## config.mk

```make
export PLATFORM = sky130hd
export DESIGN_NAME = button_mode_ctrl_flat
export DESIGN_NICKNAME = d
export VERILOG_FILES = /design/src/rtl/button_pkg.sv /design/src/rtl/button_mode_ctrl_if.sv /design/src/rtl/sync_2ff.sv /design/src/rtl/button_mode_ctrl.sv /design/src/flat_wrapper.sv
export SDC_FILE = /design/constraint.sdc
export NUM_CORES = 1
export LEC_CHECK = 0
export BUFFER_PORTS_ARGS = -buffer_cell sky130_fd_sc_hd__buf_2
export CAP_MARGIN = 20
export CELL_PAD_IN_SITES_DETAIL_PLACEMENT = 1
export CELL_PAD_IN_SITES_GLOBAL_PLACEMENT = 2
export CORE_UTILIZATION = 41
export CTS_CLUSTER_DIAMETER = 150
export DETAILED_ROUTE_END_ITERATION = 6
export PLACE_DENSITY = 0.81
export SYNTH_ARGS = -nofsm -noshare
export SYNTH_HDL_FRONTEND = slang
export SYNTH_HIERARCHICAL = 1
export SYNTH_SLANG_ARGS = --single-unit
```

## constraint.sdc

```tcl
create_clock -name clk -period 8.1 [get_ports clk]
set_clock_uncertainty 0.1 [all_clocks]
set_input_delay 1.215 -clock clk [delete_from_list [all_inputs] [get_ports clk]]
set_output_delay 1.215 -clock clk [all_outputs]
set_load 0.05 [all_outputs]
```

## src/rtl/button_pkg.sv

```systemverilog
// Shared definitions for the push-button controller.
// Holds the FSM state encoding used by button_mode_ctrl. Encodings 5..7
// are illegal and the FSM treats them as IDLE.
package button_pkg;

    localparam logic [2:0] ST_IDLE       = 3'd0;
    localparam logic [2:0] ST_PRESS_DB   = 3'd1;
    localparam logic [2:0] ST_HELD       = 3'd2;
    localparam logic [2:0] ST_LONG       = 3'd3;
    localparam logic [2:0] ST_RELEASE_DB = 3'd4;

    typedef enum logic [2:0] {
        S_IDLE       = ST_IDLE,
        S_PRESS_DB   = ST_PRESS_DB,
        S_HELD       = ST_HELD,
        S_LONG       = ST_LONG,
        S_RELEASE_DB = ST_RELEASE_DB
    } state_t;

endpackage

```

## src/rtl/button_mode_ctrl_if.sv

```systemverilog
// Button-side signal bundle.
//   in    : raw asynchronous button level, 1 = pressed
//   run   : registered toggle level
//   press : one-cycle pulse for an accepted short press
//   clear : one-cycle pulse for a long press
// master = the side that owns the button pin (board / testbench),
// slave  = the controller.
interface button_mode_ctrl_if;
    logic in;
    logic run;
    logic press;
    logic clear;

    modport master (output in, input run, input press, input clear);
    modport slave  (input in, output run, output press, output clear);
endinterface

```

## src/rtl/sync_2ff.sv

```systemverilog
// Generic 1-bit two-flop synchroniser for asynchronous levels
// (buttons, switches). Output lags input by two clk cycles.
// Ports: clk, reset (sync, active-high, clears both flops), d (async in),
// q (synchronised out).
module sync_2ff (
    input  logic clk,
    input  logic reset,
    input  logic d,
    output logic q
);

    logic meta_reg;
    logic q_reg;

    always_ff @(posedge clk) begin
        if (reset) begin
            meta_reg <= 1'b0;
            q_reg    <= 1'b0;
        end else begin
            meta_reg <= d;
            q_reg    <= meta_reg;
        end
    end

    assign q = q_reg;

endmodule

```

## src/rtl/button_mode_ctrl.sv

```systemverilog
// Single push-button controller: synchronise, debounce, then classify each
// press as short (toggle run, pulse press) or long (pulse clear, force run
// low). All outputs are registered.
// Ports: clk, reset (sync, active-high), btn (slave modport: in -> run,
// press, clear).
module button_mode_ctrl
    import button_pkg::*;
#(
    parameter int DEBOUNCE_CYCLES = 1000000,
    parameter int LONG_CYCLES     = 100000000,
    parameter int CNT_W           = 27
) (
    input  logic                clk,
    input  logic                reset,
    button_mode_ctrl_if.slave   btn
);

    localparam logic [CNT_W-1:0] DB_LAST   = CNT_W'(DEBOUNCE_CYCLES - 1);
    localparam logic [CNT_W-1:0] LONG_LAST = CNT_W'(LONG_CYCLES - 1);
    localparam logic [CNT_W-1:0] CNT_ONE   = CNT_W'(1);

    logic in_s;

    sync_2ff u_sync (
        .clk   (clk),
        .reset (reset),
        .d     (btn.in),
        .q     (in_s)
    );

    state_t           state_reg,     state_next;
    logic [CNT_W-1:0] db_cnt_reg,    db_cnt_next;
    logic [CNT_W-1:0] hold_cnt_reg,  hold_cnt_next;
    logic             long_flag_reg, long_flag_next;
    logic             run_reg,       run_next;
    logic             press_reg,     press_next;
    logic             clear_reg,     clear_next;

    always_ff @(posedge clk) begin
        if (reset) begin
            state_reg     <= S_IDLE;
            db_cnt_reg    <= '0;
            hold_cnt_reg  <= '0;
            long_flag_reg <= 1'b0;
            run_reg       <= 1'b0;
            press_reg     <= 1'b0;
            clear_reg     <= 1'b0;
        end else begin
            state_reg     <= state_next;
            db_cnt_reg    <= db_cnt_next;
            hold_cnt_reg  <= hold_cnt_next;
            long_flag_reg <= long_flag_next;
            run_reg       <= run_next;
            press_reg     <= press_next;
            clear_reg     <= clear_next;
        end
    end

    // Every state change clears db_cnt, so each debounce window starts at 0.
    always_comb begin
        state_next     = state_reg;
        db_cnt_next    = db_cnt_reg;
        hold_cnt_next  = hold_cnt_reg;
        long_flag_next = long_flag_reg;
        run_next       = run_reg;
        press_next     = 1'b0;
        clear_next     = 1'b0;

        case (state_reg)
            S_IDLE: begin
                if (in_s) begin
                    state_next  = S_PRESS_DB;
                    db_cnt_next = '0;
                end
            end

            S_PRESS_DB: begin
                if (!in_s) begin
                    state_next  = S_IDLE;
                    db_cnt_next = '0;
                end else if (db_cnt_reg == DB_LAST) begin
                    state_next    = S_HELD;
                    db_cnt_next   = '0;
                    hold_cnt_next = '0;
                end else begin
                    db_cnt_next = db_cnt_reg + CNT_ONE;
                end
            end

            S_HELD: begin
                hold_cnt_next = hold_cnt_reg + CNT_ONE;
                // Release is tested first so a release coinciding with the
                // long threshold still counts as a short press.
                if (!in_s) begin
                    state_next  = S_RELEASE_DB;
                    db_cnt_next = '0;
                end else if (hold_cnt_reg == LONG_LAST) begin
                    state_next     = S_LONG;
                    db_cnt_next    = '0;
                    long_flag_next = 1'b1;
                    clear_next     = 1'b1;
                    run_next       = 1'b0;
                end
            end

            S_LONG: begin
                if (!in_s) begin
                    state_next  = S_RELEASE_DB;
                    db_cnt_next = '0;
                end
            end

            S_RELEASE_DB: begin
                // hold_cnt is left untouched here so a bounce back into HELD
                // resumes the hold measurement instead of restarting it.
                if (in_s) begin
                    state_next  = long_flag_reg ? S_LONG : S_HELD;
                    db_cnt_next = '0;
                end else if (db_cnt_reg == DB_LAST) begin
                    state_next     = S_IDLE;
                    db_cnt_next    = '0;
                    long_flag_next = 1'b0;
                    if (!long_flag_reg) begin
                        press_next = 1'b1;
                        run_next   = ~run_reg;
                    end
                end else begin
                    db_cnt_next = db_cnt_reg + CNT_ONE;
                end
            end

            default: begin
                state_next     = S_IDLE;
                db_cnt_next    = '0;
                long_flag_next = 1'b0;
            end
        endcase
    end

    assign btn.run   = run_reg;
    assign btn.press = press_reg;
    assign btn.clear = clear_reg;

endmodule

```

## src/flat_wrapper.sv

```systemverilog
// flat-port wrapper written by rule: the top's interface ports become plain ports
module button_mode_ctrl_flat import button_pkg::*;
#(
    parameter int DEBOUNCE_CYCLES = 1000000,
    parameter int LONG_CYCLES     = 100000000,
    parameter int CNT_W           = 27
)
  (clk, reset, btn_in, btn_run, btn_press, btn_clear);
  button_mode_ctrl_if btn_i ();
  input  logic clk;
  input  logic reset;
  input wire logic [$bits(btn_i.in)-1:0] btn_in;
  output wire logic [$bits(btn_i.run)-1:0] btn_run;
  output wire logic [$bits(btn_i.press)-1:0] btn_press;
  output wire logic [$bits(btn_i.clear)-1:0] btn_clear;
  assign btn_i.in = btn_in;
  assign btn_run = btn_i.run;
  assign btn_press = btn_i.press;
  assign btn_clear = btn_i.clear;
  button_mode_ctrl #(.DEBOUNCE_CYCLES(DEBOUNCE_CYCLES), .LONG_CYCLES(LONG_CYCLES), .CNT_W(CNT_W)) u_core (.clk(clk), .reset(reset), .btn(btn_i));
endmodule
```

==> run metrics, run 1 <==
worst path required time=8.21 ns; setup TNS=0 ns; Antenna diodes=0; Worst Hold Depth=1; worst skew pair latency=0.34 ns; initial antenna violation count=0; worst-path maximum fanout=13; number of global-route vias before repair=about 2600; RSZ-0062 raised after global routing=no; Setup CP Type=reg -> reg; root buffer cell=clkbuf_8; Starting Density=0.424; Placer Congestion=0.736; Post-synth EDFFs=0; Crit path arrival time=3.19 ns; Final Cell Area=3400 µm²; Yosys reg bits=63; Worst R2R Start=u_core/db_cnt_reg[6]; Slew Limit Fails=0; PD cells=approximately 200 nW/µm²; maxcap violations=0; final hold viol count=0; height of the die=88.3 µm; final cycle utilization of the critical path=0.380; Hold Startpoint=u_core/u_sync/meta_reg; Syn Nets=between 300 and 400; syn_area_per_cell=8.15 µm²; Seq. cell area=1260 µm²; core area=7210 µm²; post-synthesis cell count=roughly 380; gr usage total=0.210; most frequent cells in the layout=63 x dfxtp_1, 53 x nor2_1, 34 x a21oi_1; Detail Route Antenna Nets=0; Initial DRC Count=104; io pins=6; TritonRoute pass-1 iters=4; routed vias=2719; Peak Freq=0.325 GHz; most used cell, CP=or4_1; cell area after placement=~3200 µm²; CP cell instances=or4_1 -> or4_1 -> o21ai_1 -> nand3_1 -> nand2b_1 -> nor2_1; Crit. End Element=flip-flop; Slew HR=0.517; clk buf depth=2; multi-input logic area=about 1700 µm²; ratio of cells with drive above 1 in the final layout=0.0703; Worst setup SP type=flip-flop; Detailed Place HPWL=5090 µm; die area=7800 µm²; final net count=384; Setup-failing EPs final=0; Post-synth top flop=dfxtp_1; Worst-Margin Slew=0.723 ns; most common cell after layout, fill and taps aside=dfxtp_1; Peak VDD IR=around 0.00009 V; area grow syn2layout=11.3%; cell depth of the worst setup path=6; status=complete, no violations; Crit-path slowest cell=o21ai_1; Fill cells=895; Synth async-reset ratio=0; worst reg2reg setup slack=5.02 ns; H-tree level count=3; placed cells=about 470; via/cell ratio=5.63; worst setup margin=5.02 ns; TritonCTS Sinks=63; Avg WL per Cell=15.5 µm; sequential cell area fraction in the yosys report=0.413; Detailed Route WL=7490 µm; setup bufs post-CTS=0; residual DRC count=0; P_leak=1.08 nW; WP buf/inv=0; post-CTS sizing=0; hold endpoint=u_core/u_sync/q; PortBufs=5; cell family with most CP delay=simple AND/OR/NAND/NOR gates; r2r endpoint=u_core/db_cnt_reg[20]; FP Rows=31; slowest cell delay on critical path=0.60 ns; path type of the worst min-delay path=reg -> reg; Layout Cells excl Fill=483; hold buffers post-CTS=0; Num CTS Buffers=9; Die X=88.3 µm; minimum clock period=3.08 ns; TritonCTS clock tree=built; first-pass GRT wire length=roughly 13000 µm; dpl ws=4.99 ns; overall power=around 0.00067 W; grt total ovfl=0; Synth cell types=47; largest net degree at the start of global routing=28; Clock transition at path regs=0.07 ns; Netlist Area Pre-Place=3060 µm²; R2R cell count=6; synthesis warning total=6; crit path launch=u_core/db_cnt_reg[6]
[metrics by stage]
stage / hold WS [ns] / utilization
CTS: 0.348 / 0.472
finish: 0.340 / 0.472
detailed placement: 0.331 / 0.439
global placement: 0.335 / 0.438
global route: 0.374 / 0.472
floorplan: 0.314 / -
[worst max path at each step]
stage / to / slack, ns
floorplan: u_core/db_cnt_reg[23] / 5.51
global placement: u_core/db_cnt_reg[16] / 4.71
detailed placement: u_core/db_cnt_reg[20] / 4.99
CTS: u_core/db_cnt_reg[20] / 4.96
global route: u_core/db_cnt_reg[21] / 4.78
finish: u_core/db_cnt_reg[20] / 5.02
[layer usage]
layer  vias to the layer above  wire, µm  GRT usage
met5                         -         0          0
met4                         0       128     0.0880
met3                         9       113     0.0336
met2                        19      3390      0.322
met1                      1331      3860      0.293
li1                       1360         -          -
[cell type report]
cell class                 count  share of cell area
multi-input combinational    293               0.506
inverter                       5             0.00551
tap                           99              0.0364
sequential                    63               0.371
clock inverter                 3              0.0265
clock buffer                  13              0.0438
timing repair buffer           7              0.0118
[Yosys cell counts, drive strengths merged, types with 4 or more instances]
cell type | number | share of area
or3 | 15 | 0.031
or4 | 7 | 0.018
nor3 | 11 | 0.018
a21oi | 34 | 0.056
nor2 | 54 | 0.067
buf | 5 | 0.0074
inv | 5 | 0.0061
nor4 | 5 | 0.010
nand4 | 18 | 0.042
nand2 | 29 | 0.036
xor2 | 16 | 0.046
o21ai | 18 | 0.029
dfxtp | 63 | 0.41
xnor2 | 13 | 0.037
nand3 | 21 | 0.034
and3 | 8 | 0.016
clkbuf | 9 | 0.011
nor2b | 7 | 0.014
or4b | 4 | 0.013
[worst reg2reg max path, cell delays in order (launching register included)]
cell and delay [ns]:
dfxtp_1 0.36, or4_1 0.52, or4_1 0.59, o21ai_1 0.60, nand3_1 0.23, nand2b_1 0.44, nor2_1 0.11
[cell families after synthesis]
kind of cell	Yosys count	share of synthesized area
buffers and inverters	19	0.0246
AOI/OAI and AO/OA	66	0.128
DFF	63	0.413
adders and majority gates	2	0.00819
and+or+nand+nor	196	0.344
xor gates and xnor gates	29	0.0831
[report_power, final]
part           leakage, nW  internal, W  total (W)  switching, W
sequential           0.508     0.000311   0.000314    0.00000291
clock                0.118     0.000214   0.000335      0.000122
combinational        0.451   0.00000557  0.0000237     0.0000181
Power figures use the tool's default switching activity.
==> run 2, diff against run 1 <==
--- a/config.mk
+++ b/config.mk
@@ -9,10 +9,10 @@
 export CAP_MARGIN = 20
 export CELL_PAD_IN_SITES_DETAIL_PLACEMENT = 1
 export CELL_PAD_IN_SITES_GLOBAL_PLACEMENT = 2
-export CORE_UTILIZATION = 41
+export CORE_UTILIZATION = 38
 export CTS_CLUSTER_DIAMETER = 150
 export DETAILED_ROUTE_END_ITERATION = 6
-export PLACE_DENSITY = 0.81
+export PLACE_DENSITY = 0.76
 export SYNTH_ARGS = -nofsm -noshare
 export SYNTH_HDL_FRONTEND = slang
 export SYNTH_HIERARCHICAL = 1
==> constraint.sdc (replaced) <==
create_clock -name clk -period 3.1 [get_ports clk]
set_clock_uncertainty 0.1 [all_clocks]
set_input_delay 0.465 -clock clk [delete_from_list [all_inputs] [get_ports clk]]
set_output_delay 0.465 -clock clk [all_outputs]
set_load 0.05 [all_outputs]
==> run 2 against run 1 <==
- clock-buffer cell count shrank 2
- sequential power increased to 2.6 times the previous value
- fmax increased by 5.9%
- total power is 120% higher
- worst hold slack worse by 0.096 ns
- critical endpoint is now u_core/hold_cnt_reg[24]
- utilization is 3.6 points lower
- critical path depth is the same
- die area rose by 7.7%
- cell count is 1.9% higher
- non-clock buffer count up 6
- first-iteration DRC count grew 20%
==> run metrics, run 2 (synthesis results as in run 1) <==
routed vias=2761; area grow syn2layout=10.6%; residual DRC count=0; Layout Cells excl Fill=492; crit path to=u_core/hold_cnt_reg[24]; R2R cell count=6; final cycle utilization of the critical path=0.938; clk buf depth=2; Detailed Place HPWL=between 5000 and 6000 µm; Antenna diodes=0; first-pass GRT wire length=13200 µm; Clock transition at path regs=0.07 ns; worst skew pair latency=roughly 0.34 ns; number of global-route vias before repair=2777; gr usage total=0.196; Setup-failing EPs final=0; grt total ovfl=0; worst path required time=3.23 ns; PD cells=roughly 440 nW/µm²; Fill cells=958; ratio of cells with drive above 1 in the final layout=0.0872; Starting Density=0.394; largest net degree at the start of global routing=19; root buffer cell=clkbuf_8; FP Rows=32; placed cells=approximately 480; Detail Route Antenna Nets=0; maxcap violations=0; RSZ-0062 raised after global routing=no; Worst R2R Start=u_core/db_cnt_reg[6]; most common cell after layout, fill and taps aside=dfxtp_1; Slew HR=0.490; path type of the worst min-delay path=in -> reg; post-CTS sizing=0; Setup CP Type=reg -> reg; Placer Congestion=0.778; Peak VDD IR=0.000176 V; Detailed Route WL=7590 µm; height of the die=about 92 µm; Crit path arrival time=approximately 3.0 ns; Die X=91.7 µm; Avg WL per Cell=15.4 µm; hold buffers post-CTS=0; r2r endpoint=u_core/hold_cnt_reg[24]; Num CTS Buffers=9; hold_ws=0.244 ns; setup TNS=0 ns; status=complete, no violations; P_leak=1.08 nW; Worst setup SP type=flip-flop; via/cell ratio=5.61; Slew Limit Fails=0; minimum clock period=2.91 ns; core area=slightly below 8000 µm²; initial antenna violation count=0; most frequent cells in the layout=63 x dfxtp_1, 53 x nor2_1, 34 x a21oi_1; worst reg2reg setup slack=0.19 ns; TritonRoute pass-1 iters=4; Worst-Margin Slew=about 0.76 ns; io pins=6; final net count=390; final hold viol count=0; die area=approximately 8400 µm²; crit path launch=u_core/db_cnt_reg[6]; TritonCTS Sinks=63; Initial DRC Count=125; Peak Freq=0.344 GHz; Crit. End Element=flip-flop; H-tree level count=3; worst-path maximum fanout=15; PortBufs=5; TritonCTS clock tree=built; setup bufs post-CTS=0
## run 2: cell types whose count changed in the layout (fill, tap and decap cells not counted), sizes merged
cell | before | now
clkinv | 0 | 5
bufinv | 3 | 0
buf | 7 | 13
clkbuf | 13 | 11
## run 2: layout make-up
type | count | area (µm²) | share of cell area
Clock buffer | 11 | 131 | 0.0388
Clock inverter | 5 | 25.0 | 0.00740
Inverter | 5 | 18.8 | 0.00555
Multi-Input combinational cell | 293 | 1720 | 0.509
Sequential cell | 63 | 1260 | 0.373
Tap cell | 102 | 128 | 0.0377
Timing Repair Buffer | 13 | 97.6 | 0.0289
## run 2: worst min-delay path by stage
stage,startpoint,end,slack (ns),cells past startpoint
after detailed placement,u_core/u_sync/meta_reg,u_core/u_sync/q,0.34,1
after floorplan,u_core/u_sync/meta_reg,u_core/u_sync/q,0.31,1
after CTS,btn_in,u_core/u_sync/meta_reg,0.23,2
after global routing,btn_in,u_core/u_sync/meta_reg,0.26,2
final,btn_in,u_core/u_sync/meta_reg,0.24,2
after global placement,u_core/u_sync/meta_reg,u_core/u_sync/q,0.33,1
## run 2: report_power, final
| part | internal [W] | total (W) | leakage, nW | switching [W] |
|---|---|---|---|---|
| combinational | 0.0000201 | 0.0000683 | 0.485 | 0.0000482 |
| clock | 0.000284 | 0.000600 | 0.0866 | 0.000317 |
| sequential | 0.000813 | 0.000820 | 0.508 | 0.00000766 |
## run 2: stage by stage
step                       util  worst slack, ns  power (W)  cell area [µm²]
after global routing      0.435           0.0486    0.00156             3380
after CTS                 0.435            0.208    0.00152             3380
after detailed placement  0.415            0.213   0.000908             3230
after global placement    0.415            0.336   0.000907             3230
after floorplan               -            0.507   0.000884             3060
final                     0.435            0.193    0.00149             3380
## run 2: worst max-delay path, stage by stage (launching register included)
cell     delay [ns]
dfxtp_1        0.36
or4_1          0.54
or4_1          0.61
o31a_1         0.51
nor4b_1        0.47
xnor2_1        0.16
nor2_1         0.05
## run 2: routing by layer
metal / routed length [µm] / global-route usage / vias to the layer above / part of all wire
met5: 0 / 0 / - / 0
met4: 53 / 0.0675 / 0 / 0.0070
met3: 129 / 0.0323 / 7 / 0.017
met2: 3340 / 0.305 / 26 / 0.44
met1: 4070 / 0.273 / 1349 / 0.54
li1: - / - / 1379 / -
==> run 3, diff against run 2 <==
--- a/config.mk
+++ b/config.mk
@@ -12,7 +12,7 @@
 export CORE_UTILIZATION = 38
 export CTS_CLUSTER_DIAMETER = 150
 export DETAILED_ROUTE_END_ITERATION = 6
-export PLACE_DENSITY = 0.76
+export PLACE_DENSITY = 0.88
 export SYNTH_ARGS = -nofsm -noshare
 export SYNTH_HDL_FRONTEND = slang
 export SYNTH_HIERARCHICAL = 1
==> run 3 against run 2 <==
- first-iteration DRC count decreased by 50%
- worst hold slack got worse by 0.0043 ns
- total power increased by 6.7%
- non-clock buffer count decreased by 4
- cell count decreased by 0.81%
- via count decreased by 2.6%
- sequential share of layout area about the same
- clock-buffer cell count decreased by 1
- cell area about the same
- largest cell class unchanged
- register-to-register slack improved by 0.08 ns
==> run metrics, run 3 (synthesis results as in run 1) <==
overall power=approximately 0.0016 W; most common cell after layout, fill and taps aside=dfxtp_1; hold_ws=0.239 ns; Placer Congestion=0.750; TritonRoute pass-1 iters=4; Avg WL per Cell=15.1 µm; Worst-Margin Slew=between 0.7 and 0.8 ns; gr usage total=0.194; worst reg2reg setup slack=0.27 ns; Slew HR=0.511; io pins=6; grt total ovfl=0; dpl ws=between 0.2 and 0.3 ns; final hold viol count=0; Initial DRC Count=63; M3 GR Usage=0.0398; most used routing layer=met2; Detailed Place HPWL=5090 µm; largest net degree at the start of global routing=26; clk buf depth=2; worst-path maximum fanout=15; Peak Freq=0.354 GHz; FP Rows=32; met1 Usage GRT=0.234; PD cells=about 470 nW/µm²; setup TNS=0 ns; Final Cell Area=3380 µm²; final net count=386; Setup CP Type=reg -> reg; worst skew pair latency=between 0.3 and 0.4 ns; Peak VDD IR=~0.00025 V; Clock transition at path regs=0.07 ns; first-pass GRT wire length=13100 µm; ratio of cells with drive above 1 in the final layout=0.0829; final cycle utilization of the critical path=0.912; Slew Limit Fails=0; minimum clock period=2.83 ns; Crit path arrival time=roughly 2.9 ns; maxcap violations=0; core area=7770 µm²; setup bufs post-CTS=0; Crit. End Element=flip-flop; H-tree level count=3; TritonCTS Sinks=63; Detail Route Antenna Nets=0; Die X=91.7 µm; path type of the worst min-delay path=in -> reg; root buffer cell=clkbuf_8; post-CTS sizing=0; Fill cells=976; hold buffers post-CTS=0; Crit-path slowest cell=or4_1; CP cell instances=or4b_1 -> or4_1 -> o31a_1 -> nor4b_1 -> xnor2_1 -> nor2_1; residual DRC count=0; status=complete, no violations; worst path required time=3.20 ns; GRT met2 Usage=0.340; die area=8410 µm²; routed vias=2689; Setup-failing EPs final=0; Antenna diodes=0; Detailed Route WL=7390 µm; TritonCTS clock tree=built; most frequent cells in the layout=63 x dfxtp_1, 53 x nor2_1, 34 x a21oi_1; via/cell ratio=5.51; slowest cell delay on critical path=0.61 ns; area grow syn2layout=10.6%; initial antenna violation count=0; cell area after placement=3180 µm²; Worst setup SP type=flip-flop; worst setup margin=approximately 0.27 ns; P_leak=roughly 1.1 nW; height of the die=91.7 µm; RSZ-0062 raised after global routing=no; Starting Density=0.394; number of global-route vias before repair=2749; PortBufs=5; Num CTS Buffers=9
run 3: cell types whose count changed in the layout (fill, tap and decap cells not counted), sizes merged:
cell,change
clkinvlp,+2
clkinv,-2
clkbuf,-1
bufinv,+1
buf,-4
run 3: where the power goes:
group	switching, W	internal, W	leakage [nW]
Sequential	0.00000775	0.000813	0.508
Clock	0.000319	0.000389	0.0981
Combinational	0.0000462	0.0000154	0.460
run 3: layer usage:
metal  up-vias  part of all wire
met3         9             0.018
met5         -                 0
met4         0             0.015
met2        20              0.49
met1      1290              0.47
li1       1370                 -
run 3: layout make-up:
type / count / area, µm² / share of cell area
sequential: 63 / 1260 / 0.373
tap: 102 / 128 / 0.0377
clock buffer: 10 / 138 / 0.0407
multi-input combinational: 293 / 1720 / 0.509
clock inverter: 6 / 60.1 / 0.0178
inverter: 5 / 18.8 / 0.00555
timing repair buffer: 9 / 55.1 / 0.0163
run 3: worst paths after layout:
check / cells after the start / end / from
worst min register to register: 1 / u_core/u_sync/q / u_core/u_sync/meta_reg
worst max-delay path: 6 / u_core/hold_cnt_reg[19] / u_core/db_cnt_reg[14]
worst min-delay path: 2 / u_core/u_sync/meta_reg / btn_in
worst max register to register: 6 / u_core/hold_cnt_reg[19] / u_core/db_cnt_reg[14]
run 3: worst max-delay path, delay by kind of cell (launching register included):
family | cells | cell delay (ns)
XOR/XNOR | 1 | 0.16
flip-flops | 1 | 0.40
AO/OA/AOI/OAI | 1 | 0.49
AND/OR/NAND/NOR | 4 | 1.55
run 3: metrics by stage:
stage	util	cells
final	0.435	488
after global routing	0.435	488
after CTS	0.435	488
after detailed placement	0.410	472
after global placement	0.410	472
after floorplan	-	375
